`src/rtl/code_entry.sv`:
```
// Keypad credential entry front end: collects four username digits followed by
// four password digits. It clears itself on the unlocker's reset_count, on a
// user clear, or after TIMEOUT_CYCLES idle cycles with a partial entry.
//
// state   | meaning
// EMPTY   | no digits entered (count 0)
// USER    | filling username slots (count 1..3)
// PASS    | filling password slots (count 4..7)
// FULL    | all eight digits held, waiting to be consumed (count 8)
module code_entry #(
  parameter int TIMEOUT_CYCLES = 1000
) (
  input  logic       i_clk,
  input  logic       i_reset,
  input  logic       i_digit_valid,
  input  logic [3:0] i_digit,
  input  logic       i_backspace,
  input  logic       i_clear,
  input  logic       i_reset_count,
  output logic [3:0] o_input_count,
  output logic [3:0] o_user_name_input0,
  output logic [3:0] o_user_name_input1,
  output logic [3:0] o_user_name_input2,
  output logic [3:0] o_user_name_input3,
  output logic [3:0] o_password_input0,
  output logic [3:0] o_password_input1,
  output logic [3:0] o_password_input2,
  output logic [3:0] o_password_input3,
  output logic       o_entry_done,
  output logic       o_digit_error,
  output logic       o_timed_out
);

  typedef enum logic [1:0] {S_EMPTY, S_USER, S_PASS, S_FULL} state_t;

  localparam logic [15:0] IDLE_LAST = 16'(TIMEOUT_CYCLES - 1);

  function automatic state_t state_of(input logic [3:0] cnt);
    if (cnt == 4'd0)      return S_EMPTY;
    else if (cnt < 4'd4)  return S_USER;
    else if (cnt < 4'd8)  return S_PASS;
    else                  return S_FULL;
  endfunction

  state_t      r_state;
  logic [3:0]  r_count;
  logic [3:0]  r_slot [8];
  logic [15:0] r_idle;
  logic        r_entry_done;
  logic        r_digit_error;
  logic        r_timed_out;

  logic        w_any_strobe;
  logic        w_partial;
  logic        w_flush;
  logic        w_timeout;
  logic        w_do_bs;
  logic        w_try_digit;
  logic        w_do_digit;
  logic        w_reject;
  logic [2:0]  w_bs_idx;
  logic [2:0]  w_wr_idx;
  logic [3:0]  w_count_next;

  assign w_any_strobe = i_digit_valid | i_backspace | i_clear | i_reset_count;
  assign w_partial    = (r_state == S_USER) || (r_state == S_PASS);
  assign w_flush      = i_reset_count | i_clear;
  // Any strobe reloads the idle counter, so the timeout only fires on a quiet cycle.
  assign w_timeout    = w_partial && !w_any_strobe && (r_idle == IDLE_LAST);
  assign w_do_bs      = !w_flush && i_backspace && (r_state != S_EMPTY);
  // A backspace in the same cycle swallows the keypress silently.
  assign w_try_digit  = !w_flush && !i_backspace && i_digit_valid;
  assign w_do_digit   = w_try_digit && (i_digit <= 4'd9) && (r_state != S_FULL);
  assign w_reject     = w_try_digit && !w_do_digit;
  // At count 8 the low bits are 0, so the wrap to 7 selects the last slot.
  assign w_bs_idx     = r_count[2:0] - 3'd1;
  assign w_wr_idx     = r_count[2:0];

  // Next digit count from the prioritised event set.
  always_comb begin
    w_count_next = r_count;
    if (w_flush || w_timeout) w_count_next = 4'd0;
    else if (w_do_bs)         w_count_next = r_count - 4'd1;
    else if (w_do_digit)      w_count_next = r_count + 4'd1;
  end

  // Entry FSM: count, state, slots, idle timer and pulse outputs.
  always_ff @(posedge i_clk) begin
    if (i_reset) begin
      r_state       <= S_EMPTY;
      r_count       <= 4'd0;
      r_idle        <= 16'd0;
      r_entry_done  <= 1'b0;
      r_digit_error <= 1'b0;
      r_timed_out   <= 1'b0;
      for (int k = 0; k < 8; k++) r_slot[k] <= 4'd0;
    end else begin
      r_count       <= w_count_next;
      r_state       <= state_of(w_count_next);
      r_entry_done  <= w_do_digit && (r_count == 4'd7);
      r_digit_error <= w_reject;
      r_timed_out   <= w_timeout;
      if (w_any_strobe || !w_partial || w_timeout) r_idle <= 16'd0;
      else                                         r_idle <= r_idle + 16'd1;
      if (w_flush || w_timeout) begin
        for (int k = 0; k < 8; k++) r_slot[k] <= 4'd0;
      end else if (w_do_bs) begin
        r_slot[w_bs_idx] <= 4'd0;
      end else if (w_do_digit) begin
        r_slot[w_wr_idx] <= i_digit;
      end
    end
  end

  assign o_input_count      = r_count;
  assign o_user_name_input0 = r_slot[0];
  assign o_user_name_input1 = r_slot[1];
  assign o_user_name_input2 = r_slot[2];
  assign o_user_name_input3 = r_slot[3];
  assign o_password_input0  = r_slot[4];
  assign o_password_input1  = r_slot[5];
  assign o_password_input2  = r_slot[6];
  assign o_password_input3  = r_slot[7];
  assign o_entry_done       = r_entry_done;
  assign o_digit_error      = r_digit_error;
  assign o_timed_out        = r_timed_out;

endmodule

```
`config.mk`:
```
export PLATFORM = sky130hd
export DESIGN_NAME = code_entry
export DESIGN_NICKNAME = d
export VERILOG_FILES = /design/src/rtl/code_entry.sv
export SDC_FILE = /design/constraint.sdc
export NUM_CORES = 1
export LEC_CHECK = 0
export ABC_CLOCK_PERIOD_IN_PS = 2640
export CAP_MARGIN = 20
export CELL_PAD_IN_SITES_DETAIL_PLACEMENT = 0
export CELL_PAD_IN_SITES_GLOBAL_PLACEMENT = 1
export CORE_ASPECT_RATIO = 0.5
export CORE_MARGIN = 3
export CORE_UTILIZATION = 35
export CTS_CLUSTER_SIZE = 12
export DETAILED_ROUTE_END_ITERATION = 10
export PLACE_DENSITY_LB_ADDON = 0.1
export SKIP_CTS_REPAIR_TIMING = 1
export SYNTH_ARGS = -nofsm -noshare
export SYNTH_HDL_FRONTEND = slang
export SYNTH_SLANG_ARGS = --single-unit
```
`constraint.sdc`:
```
create_clock -name i_clk -period 2.64 [get_ports i_clk]
set_clock_uncertainty 0.2 [all_clocks]
set_input_delay 0.264 -clock i_clk [delete_from_list [all_inputs] [get_ports i_clk]]
set_output_delay 0.264 -clock i_clk [all_outputs]
set_load 0.05 [all_outputs]
```
-- Yosys cells after proc, flatten, opt, wreduce, memory -nomap -nowiden
Memory sizes are Yosys's and may differ from the RTL's.
Cells that the tools add are included.
- RAM bits: 32
- bits of input ports: 10
- output and inout bits: 39
- word-level logic and storage cells: 91
- memories kept: 1
- bits in registers: 25
- eq/ne operators: 5
- multiplexer cells: 33
- magnitude comparators: 3
- reductions and logical operators: 26
- add/subtract/negate cells: 4
- bitwise gates (word level): 12
- memories (memory ; depth ; width ; read ports ; clocked after Yosys merged registers in ; write ports ; RTL line ; text):
    r_slot ; 8 ; 4 ; 8 ; 0 ; 8 ; 47 ; logic [3:0] r_slot [8];
- operators by type and width (kind ; number):
    two-way mux 4 bit ; 13
    two-way mux 1 bit ; 18
    adder 16 x 1 -> 16 bit (second input constant) ; 1
    equality test 16 x 10 -> 1 bit (second input constant) ; 1
    bitwise OR 1 bit ; 12
    logical AND 1 bit ; 10
    OR reduction 4 bit ; 2
    two-way mux 3 bit ; 2
    logical NOT 1 bit ; 5
    adder 4 x 1 -> 4 bit (second input constant) ; 1
    equality test 4 x 3 -> 1 bit (second input constant) ; 1
    less-or-equal comparator 4 bit (second input constant) ; 1
    logical NOT 4 bit ; 1
    logical OR 1 bit ; 4
    less-than comparator 4 x 3 -> 1 bit (second input constant) ; 1
    less-than comparator 4 bit (second input constant) ; 1
    OR reduction 2 bit ; 2
    subtractor 4 x 1 -> 4 bit (second input constant) ; 1
    OR reduction 3 bit ; 1
    subtractor 3 x 1 -> 3 bit (second input constant) ; 1
    equality test 2 x 1 -> 1 bit (second input constant) ; 1
    equality test 2 bit (second input constant) ; 1
    inequality test 2 bit (second input constant) ; 1
    nonzero test 2 bit ; 1

-- Depth between registers and ports, before layout
Gate-level depths: netlist of run 1.
- depth after elaboration: 13
- gate-level depth with buffers: 7
- mapped depth without buffers: 7

-- Least setup slack after synthesis of run 1
OpenSTA, ideal clock, no wires.
- path type: input to register
- from: input port i_backspace
- to: memory r_slot[3][0] (enable)
- setup time: 0.361 ns
- required time: 2.079 ns
- data arrival time: 2.086 ns
- cell stages on the path: 6
- buffers on the path: 1
- path slack: -0.007 ns
- cell sequence: or4b_1 -> buf_2 -> nor4_4 -> mux2i_1 -> nand2_2 -> o21ai_0
- RTL lines (element ; RTL line ; text):
    from (decl) ; 17 ; input logic i_backspace,
    to (decl) ; 47 ;

==> flow_summary.json, run 1 <==
{
  "fin_nets": 324,
  "core-area_sq_mm": 0.006805,
  "clkLatencyLatePin_ns": 0.33,
  "layoutNonFillerInstCount": 406,
  "numCtsBuffers": 9,
  "placed_cell_area_sq_mm": 0.003304,
  "die-height_microns": 65.69,
  "grt_overflow": 0,
  "clk_path_buf_depth": 2,
  "rows": 21,
  "slew_viol_final": 0,
  "power.leakage_nw": 1.285,
  "dpl.cell_count": 390,
  "worst_slew_pin_slew_ns": 0.5079,
  "track_usage_pct": 14.21,
  "synth_cell_types": 38,
  "status": "completed",
  "synth-seq-cells": 57,
  "gp_congestion": 0.7561,
  "viasPerCell": 4.739,
  "drive_above_1_share_pct": 18.79,
  "synth_area_sq_mm": 0.002494,
  "synth_area_per_cell_sq_um": 11.08,
  "mostFrequentLayoutCell": "clkdlybuf4s50_1",
  "port_buffers": 48,
  "whs_ns": 0.1318,
  "initial_utilization_pct": 36.64,
  "dieArea_sq_mm": 0.008235,
  "die_w_microns": 125.4,
  "clk_pin_slew_ns": 0.05,
  "fin_crit_ns": 2.522,
  "ys_seq_area_share_pct": 58.61,
  "critPathCaptureType": "flop",
  "hold_viol": 0,
  "grt_pass1_wl_microns": 8949,
  "vdd_drop_max_v": 0.0004387,
  "synth_fp_nets": 240,
  "start_kind": "input pin",
  "syn-instance-count": 225,
  "layout_common_cells": "clkdlybuf4s50_1, nor2_1, edfxtp_1, buf_4, dfxtp_1",
  "hpwl_microns": 3862,
  "htree_levels": 3,
  "period_share_pct": 95.53,
  "final-setup-viol-count": 0,
  "cts-root-buf": "clkbuf_16",
  "postLayoutCellArea_sq_mm": 0.003617,
  "slew_headroom_pct": 66.03,
  "antenna_cells": 0,
  "crit_arrival_ns": 2.37,
  "cts_tree": "yes",
  "cp.required_ns": 2.49,
  "hp-class": "input pin to flop",
  "p_total_mw": 2.228,
  "yosysWarnings": 0,
  "dr.first_iter.drc_count": 69,
  "grt_antenna_before_repair": 0,
  "final_util_pct": 53.15,
  "remaining_drc_errors": 0,
  "wirelength_microns": 5304,
  "io_pins": 49,
  "cts_num_sinks": 57,
  "powerDensity_mw_per_mm2": 615.8,
  "vias": 1924,
  "path_max_fanout": 4,
  "worstSetupPathType": "input pin to flop",
  "max_freq_mhz": 396.5,
  "drt_pass1_iterations": 4,
  "first_global_vias": 1915,
  "wl_per_cell_microns": 13.06,
  "grt_max_degree": 15,
  "antenna_left": 0,
  "syn_to_final_growth_pct": 45.06,
  "maxCapViolCount": 0
}
[layout make-up]
| cell class | count | area (sq um) |
|---|---|---|
| multi-input combinational | 157 | 1002 |
| clock inverter | 6 | 58.81 |
| sequential | 57 | 1461 |
| timing repair buffer | 78 | 728.2 |
| inverter | 6 | 22.52 |
| fill | 614 | 3188 |
| clock buffer | 10 | 229.0 |
| tap | 92 | 115.1 |
[cell usage after synthesis (all sizes together)]
cell    number  area (sq um)
nand4        3         18.77
a41oi        1         8.760
edfxtp      32         960.9
nor3        24         131.4
o211ai       3         22.52
nor4b        3         32.53
and3         3         18.77
a211o        1         8.760
nand3       10         60.06
xnor2        7         61.31
xor2        11         96.34
or4b         1         10.01
or4          3         22.52
nand2       19         76.32
clkbuf       2         7.510
a21o         1         7.510
o21a         2         15.01
nor2        39         146.4
nand2b       1         6.260
or3          1         7.510
and4         1         8.760
o21ai        5         25.02
a21oi        3         15.01
mux2         3         37.53
ha           5         62.56
o41ai        1         27.53
nor4         4         40.04
dfxtp       25         500.5
mux2i        2         20.02
buf          3         15.01
inv          6         22.52
[power by group]
group          total (mW)  switching [mW]  internal (mW)
logic               0.156          0.0977         0.0578
registers           0.957         0.00540          0.952
clock network        1.11           0.393          0.722
total                2.23           0.496           1.73
[sequential cells by signal, indices dropped and copies added, names as in the netlist]
register / count
r_slot: 32
o_input_count: 4
o_timed_out: 1
o_digit_error: 1
r_state: 2
o_entry_done: 1
r_idle: 16
[path summary, 6_finish.rpt]
path | startpoint | endpoint | slack, ns | cells after the start
max reg2reg | r_idle[12] | r_slot[1][0] | 0.18 | 5
min reg2reg | r_idle[0] | r_idle[0] | 0.26 | 1
min | i_clear | o_digit_error | 0.13 | 3
max | i_reset_count | r_slot[7][0] | 0.12 | 8
[worst max-delay path: stages]
cell	delay, ns
clkdlybuf4s50_1	0.44
or4b_1	0.49
buf_6	0.16
nor4_4	0.24
mux2i_2	0.33
nand2_2	0.14
o21ai_2	0.18
buf_6	0.13
[kinds of logic after synthesis]
| kind of cell | Yosys count | synth area share, % |
|---|---|---|
| multiplexers | 5 | 2.308 |
| flip-flops | 57 | 58.61 |
| adder cells (fa/ha/maj) | 5 | 2.509 |
| buffers and inverters | 11 | 1.806 |
| AND/OR/NAND/NOR | 112 | 23.23 |
| XOR/XNOR | 18 | 6.322 |
| AO/OA/AOI/OAI | 17 | 5.218 |
[per-layer routing]
layer | global-route usage, % | up-vias | part of all wire, %
met5 | 0 | - | 0
met4 | 6.351 | 0 | 1.8
met3 | 6.006 | 11 | 5.3
met2 | 22.79 | 37 | 47
met1 | 16.88 | 894 | 46
li1 | - | 982 | -
[stage by stage]
step	TNS, ns	setup slack, ns
after global routing	-0.03771	-0.009646
after floorplan	0	0.1163
after global placement	-12.64	-0.2505
final	0	0.1180
after CTS	0	0.03950
after detailed placement	-14.37	-0.3062
Note: power is estimated with default switching activity, not from simulation.
==> run 2, diff against run 1 <==
Settings changed: PLACE_DENSITY from default to 0.78, PLACE_DENSITY_LB_ADDON 0.1 to default.
==> run 2 against run 1 <==
  * Utilization shrank 0.72 points
  * Clock-buffer cell count up 1
  * Register-to-register slack better by 0.08 ns
  * Critical path depth up 2
  * Setup slack worse by 0.052 ns
  * Largest cell class unchanged
  * Sequential share of layout area up 0.55 points
  * Maximum frequency is 2.0% lower
  * Global-route usage is essentially flat
  * Flip-flop and latch count is the same
  * First-iteration DRC count down 1.4%
==> flow_summary.json, run 2 (synthesis results as in run 1) <==
{
  "vias": 1972,
  "drive_above_1_share_pct": 18.97,
  "p_total_mw": 2.102,
  "max_freq_mhz": 388.4,
  "clk_path_buf_depth": 2,
  "dp_slack_ns": -0.3429,
  "powerDensity_mw_per_mm2": 589.2,
  "whs_path_depth": 1,
  "viasPerCell": 4.893,
  "worstSetupPathType": "input pin to flop",
  "numCtsBuffers": 9,
  "final_util_pct": 52.44,
  "cp.required_ns": 2.47,
  "crit_arrival_ns": 2.41,
  "core-area_sq_mm": 0.006805,
  "antenna_cells": 0,
  "layout_common_cells": "clkdlybuf4s50_1, nor2_1, edfxtp_1, buf_4, dfxtp_1",
  "grt_overflow": 0,
  "final-setup-viol-count": 0,
  "io_pins": 49,
  "first_global_vias": 1965,
  "track_usage_pct": 14.19,
  "layoutNonFillerInstCount": 403,
  "wl_per_cell_microns": 13.48,
  "initial_utilization_pct": 36.64,
  "cts-root-buf": "clkbuf_16",
  "grt_antenna_before_repair": 0,
  "r2r_end": "r_slot[1][0]",
  "top_register": "r_slot",
  "clk_pin_slew_ns": 0.05,
  "gp_congestion": 0.8207,
  "cts_tree": "yes",
  "setup_ws_ns": 0.06548,
  "critPathCaptureType": "flop",
  "grt_pass1_wl_microns": 9183,
  "drt_pass1_iterations": 5,
  "port_buffers": 48,
  "die_w_microns": 125.4,
  "rows": 21,
  "dr.first_iter.drc_count": 68,
  "slew_headroom_pct": 63.48,
  "cts_num_sinks": 57,
  "die-height_microns": 65.69,
  "start_kind": "input pin",
  "rsz0062_at_grt": "true",
  "hold_path_end": "r_idle[0]",
  "maxCapViolCount": 0,
  "slew_viol_final": 0,
  "vdd_drop_max_v": 0.0003520,
  "mostFrequentLayoutCell": "clkdlybuf4s50_1",
  "grt_max_degree": 15,
  "status": "completed",
  "period_share_pct": 97.52,
  "hp-class": "flop to flop",
  "worst_slew_pin_slew_ns": 0.5428,
  "htree_levels": 3,
  "whs_ns": 0.2725,
  "remaining_drc_errors": 0,
  "wirelength_microns": 5432,
  "clkLatencyLatePin_ns": 0.32,
  "rr_startpoint": "r_idle[13]",
  "power.leakage_nw": 1.253,
  "largest_register_ffs": 32,
  "fin_crit_ns": 2.575,
  "fillers": 601,
  "syn_to_final_growth_pct": 43.10,
  "ff2ff_setup_slack_ns": 0.26,
  "dpl.cell_count": 385,
  "antenna_left": 0,
  "hold_viol": 0,
  "hpwl_microns": 3925,
  "hp-start": "r_idle[0]",
  "reg2regPathDepth": 5,
  "fin_nets": 321,
  "path_max_fanout": 6,
  "dieArea_sq_mm": 0.008235
}
==> run 2: cell type report <==
class	instances	area (sq um)	share of cell area, %
repair buffers	75	686.9	19.25
well taps	92	115.1	3.226
multi-input cells	157	1027	28.79
clock inverters	5	22.52	0.6311
inverters	6	22.52	0.6311
clock buffers	11	232.7	6.522
flip-flops and latches	57	1461	40.95
==> run 2: per-stage QoR <==
stage	TNS, ns	area [sq um]
detailed placement	-14.70	3254
global placement	-11.64	3254
global route	-0.1322	3568
floorplan	0	2494
finish	0	3568
CTS	0	3510
==> run 2: critical path, stage by stage <==
cell and delay [ns]:
clkdlybuf4s50_1 0.44, or4b_4 0.55, buf_6 0.16, nor4_4 0.12, buf_4 0.18, mux2i_2 0.23
buf_4 0.15, nand2_2 0.06, o21ai_1 0.12, buf_4 0.15
==> run 2: how the worst max path moves through the flow <==
stage,start,to,depth (start not counted)
final,i_backspace,r_slot[7][0],10
after global routing,i_backspace,r_slot[2][2],7
after CTS,i_clear,r_slot[2][2],6
after detailed placement,i_clear,r_slot[2][2],6
after global placement,i_clear,r_slot[2][3],6
after floorplan,o_input_count[0],r_slot[1][0],6
==> run 2: power by group <==
group	leakage, nW	switching [mW]	internal, mW
combinational	0.550	0.0975	0.0572
clock	0.128	0.369	0.621
sequential	0.575	0.00532	0.952
==> run 2: per-layer routing <==
metal | global-route usage (%) | wire length (microns)
met1 | 16.30 | 2428
met2 | 25.07 | 2642
met3 | 4.545 | 292
met4 | 5.541 | 69
met5 | 0 | 0
==> run 3, diff against run 2 <==
Settings changed: CELL_PAD_IN_SITES_DETAIL_PLACEMENT 0 to default, CELL_PAD_IN_SITES_GLOBAL_PLACEMENT 1 to default, PLACE_DENSITY 0.78 to 0.65.
==> run 3 against run 2 <==
  * Design area grew 0.88%
  * Largest cell class unchanged
  * Highest routed layer unchanged
  * Non-clock buffer count is the same
  * Final cell count is the same
==> flow_summary.json, run 3 (synthesis results as in run 1) <==
{
  "ff_latch_area_sq_mm": 0.001461,
  "clkLatencyLatePin_ns": 0.32,
  "remaining_drc_errors": 0,
  "final-setup-viol-count": 0,
  "die_w_microns": 125.4,
  "wl_per_cell_microns": 13.16,
  "dpl.cell_count": 387,
  "ff2ff_setup_slack_ns": 0.23,
  "powerDensity_mw_per_mm2": 626.2,
  "viasPerCell": 4.849,
  "critPathCaptureType": "flop",
  "antenna_cells": 0,
  "status": "completed",
  "die-height_microns": 65.69,
  "r2r_end": "r_slot[1][3]",
  "antenna_left": 0,
  "cts_num_sinks": 57,
  "cts_tree": "yes",
  "period_share_pct": 95.96,
  "wl_met1_microns": 2343,
  "layoutNonFillerInstCount": 403,
  "power.leakage_nw": 1.288,
  "critPathSlowestCell": "or4b_1",
  "layout_common_cells": "clkdlybuf4s50_1, nor2_1, edfxtp_1, dfxtp_1, buf_4",
  "vdd_drop_max_v": 0.0003104,
  "drive_above_1_share_pct": 18.33,
  "start_kind": "input pin",
  "p_seq_share_pct": 42.5,
  "largest_register_ffs": 32,
  "maxCapViolCount": 0,
  "wirelength_microns": 5302,
  "grt_pass1_wl_microns": 9142,
  "io_pins": 49,
  "gp_congestion": 0.8504,
  "clk_path_buf_depth": 2,
  "clk_pin_slew_ns": 0.05,
  "first_global_vias": 1943,
  "htree_levels": 3,
  "track_usage_pct": 14.06,
  "fin_crit_ns": 2.533,
  "hp-class": "input pin to flop",
  "fin_nets": 321,
  "drt_pass1_iterations": 4,
  "dieArea_sq_mm": 0.008235,
  "hp-start": "i_clear",
  "p_sw_mw": 0.4670,
  "rsz0062_at_grt": "true",
  "grt_antenna_before_repair": 0,
  "dr.first_iter.drc_count": 104,
  "max_freq_mhz": 394.7,
  "p_sw_share_pct": 20.72,
  "multi_input_area_sq_mm": 0.001005,
  "top_register": "r_slot",
  "wl_met3_microns": 288,
  "crit_top_cell": "buf_4",
  "routed-wl-met2_microns": 2607,
  "fillers": 567,
  "cp-endpoint": "r_slot[6][1]",
  "grt_overflow": 0,
  "hold_viol": 0,
  "slew_headroom_pct": 65.53,
  "syn_to_final_growth_pct": 44.36,
  "worstSetupPathType": "input pin to flop",
  "cp.required_ns": 2.46,
  "max_stage_delay_ns": 0.50,
  "power.internal_mw": 1.787,
  "p_comb_share_pct": 6.9,
  "core-area_sq_mm": 0.006805,
  "vias": 1954,
  "path_max_fanout": 6,
  "slew_viol_final": 0,
  "mostFrequentLayoutCell": "clkdlybuf4s50_1",
  "grt_max_degree": 15,
  "initial_utilization_pct": 36.64,
  "p_total_mw": 2.254,
  "clock_power_share_pct": 50.6,
  "rr_startpoint": "r_idle[12]",
  "top_layer": "met4",
  "port_buffers": 48,
  "rows": 21,
  "worst_slew_pin_slew_ns": 0.5154,
  "crit_arrival_ns": 2.36,
  "hpwl_microns": 3912,
  "cts-root-buf": "clkbuf_16",
  "crit_chain": "clkdlybuf4s50_1 -> or4b_1 -> buf_6 -> nor4_4 -> buf_4 -> mux2i_1 -> buf_4 -> nand3_1 -> nand2_2",
  "reg2regPathDepth": 5,
  "startpoint": "i_reset_count",
  "numCtsBuffers": 9
}
==> run 3: stage by stage <==
stage / utilization [%] / setup TNS, ns / setup slack, ns / hold slack, ns / area (sq um)
final: 52.90 / 0 / 0.1066 / 0.1582 / 3600
after floorplan: - / 0 / 0.1163 / 0.1414 / 2494
after global routing: 52.90 / -0.3349 / -0.03488 / 0.1838 / 3600
after detailed placement: 48.04 / -12.55 / -0.3564 / 0.2579 / 3269
after CTS: 52.45 / -0.08223 / -0.02228 / 0.2700 / 3570
after global placement: 48.04 / -10.24 / -0.2867 / 0.2465 / 3269
==> run 3: final cells by class <==
| type | instances | area share, % |
|---|---|---|
| clock buffer | 13 | 7.230 |
| clock inverter | 3 | 1.112 |
| inverter | 6 | 0.6257 |
| multi-input combinational | 157 | 27.91 |
| sequential | 57 | 40.60 |
| tap | 92 | 3.198 |
| timing repair buffer | 75 | 19.33 |
==> run 3: critical path: cells and delay by family <==
family | cells | cell delay (ns)
buffers and inverters | 4 | 0.94
AND/OR/NAND/NOR | 4 | 0.97
multiplexers | 1 | 0.18
==> run 3: power by group through the flow <==
| stage | registers (mW) | clock network [mW] | logic (mW) |
|---|---|---|---|
| 2_1_floorplan | 1.04 | 0 | 0.0225 |
| 3_3_place_gp | 0.974 | 0 | 0.153 |
| 3_5_place_dp | 0.975 | 0 | 0.155 |
| 4_1_cts | 0.958 | 1.16 | 0.155 |
| 5_1_grt | 0.959 | 1.20 | 0.163 |
| 6_report | 0.958 | 1.14 | 0.156 |
==> run 3: worst min-delay path by stage <==
stage          cells past startpoint  slack (ns)            end
3_3_place_gp                       1        0.25      r_idle[0]
2_1_floorplan                      1        0.14      r_idle[2]
5_1_grt                            3        0.18  o_digit_error
3_5_place_dp                       1        0.26      r_idle[0]
4_1_cts                            1        0.27      r_idle[0]
6_report                           3        0.16  o_digit_error
==> run 3: per-layer routing <==
layer / track usage (%) / up-vias
li1: - / 975
met5: 0 / -
met2: 24.93 / 45
met4: 5.270 / 0
met3: 4.708 / 8
met1: 16.04 / 926
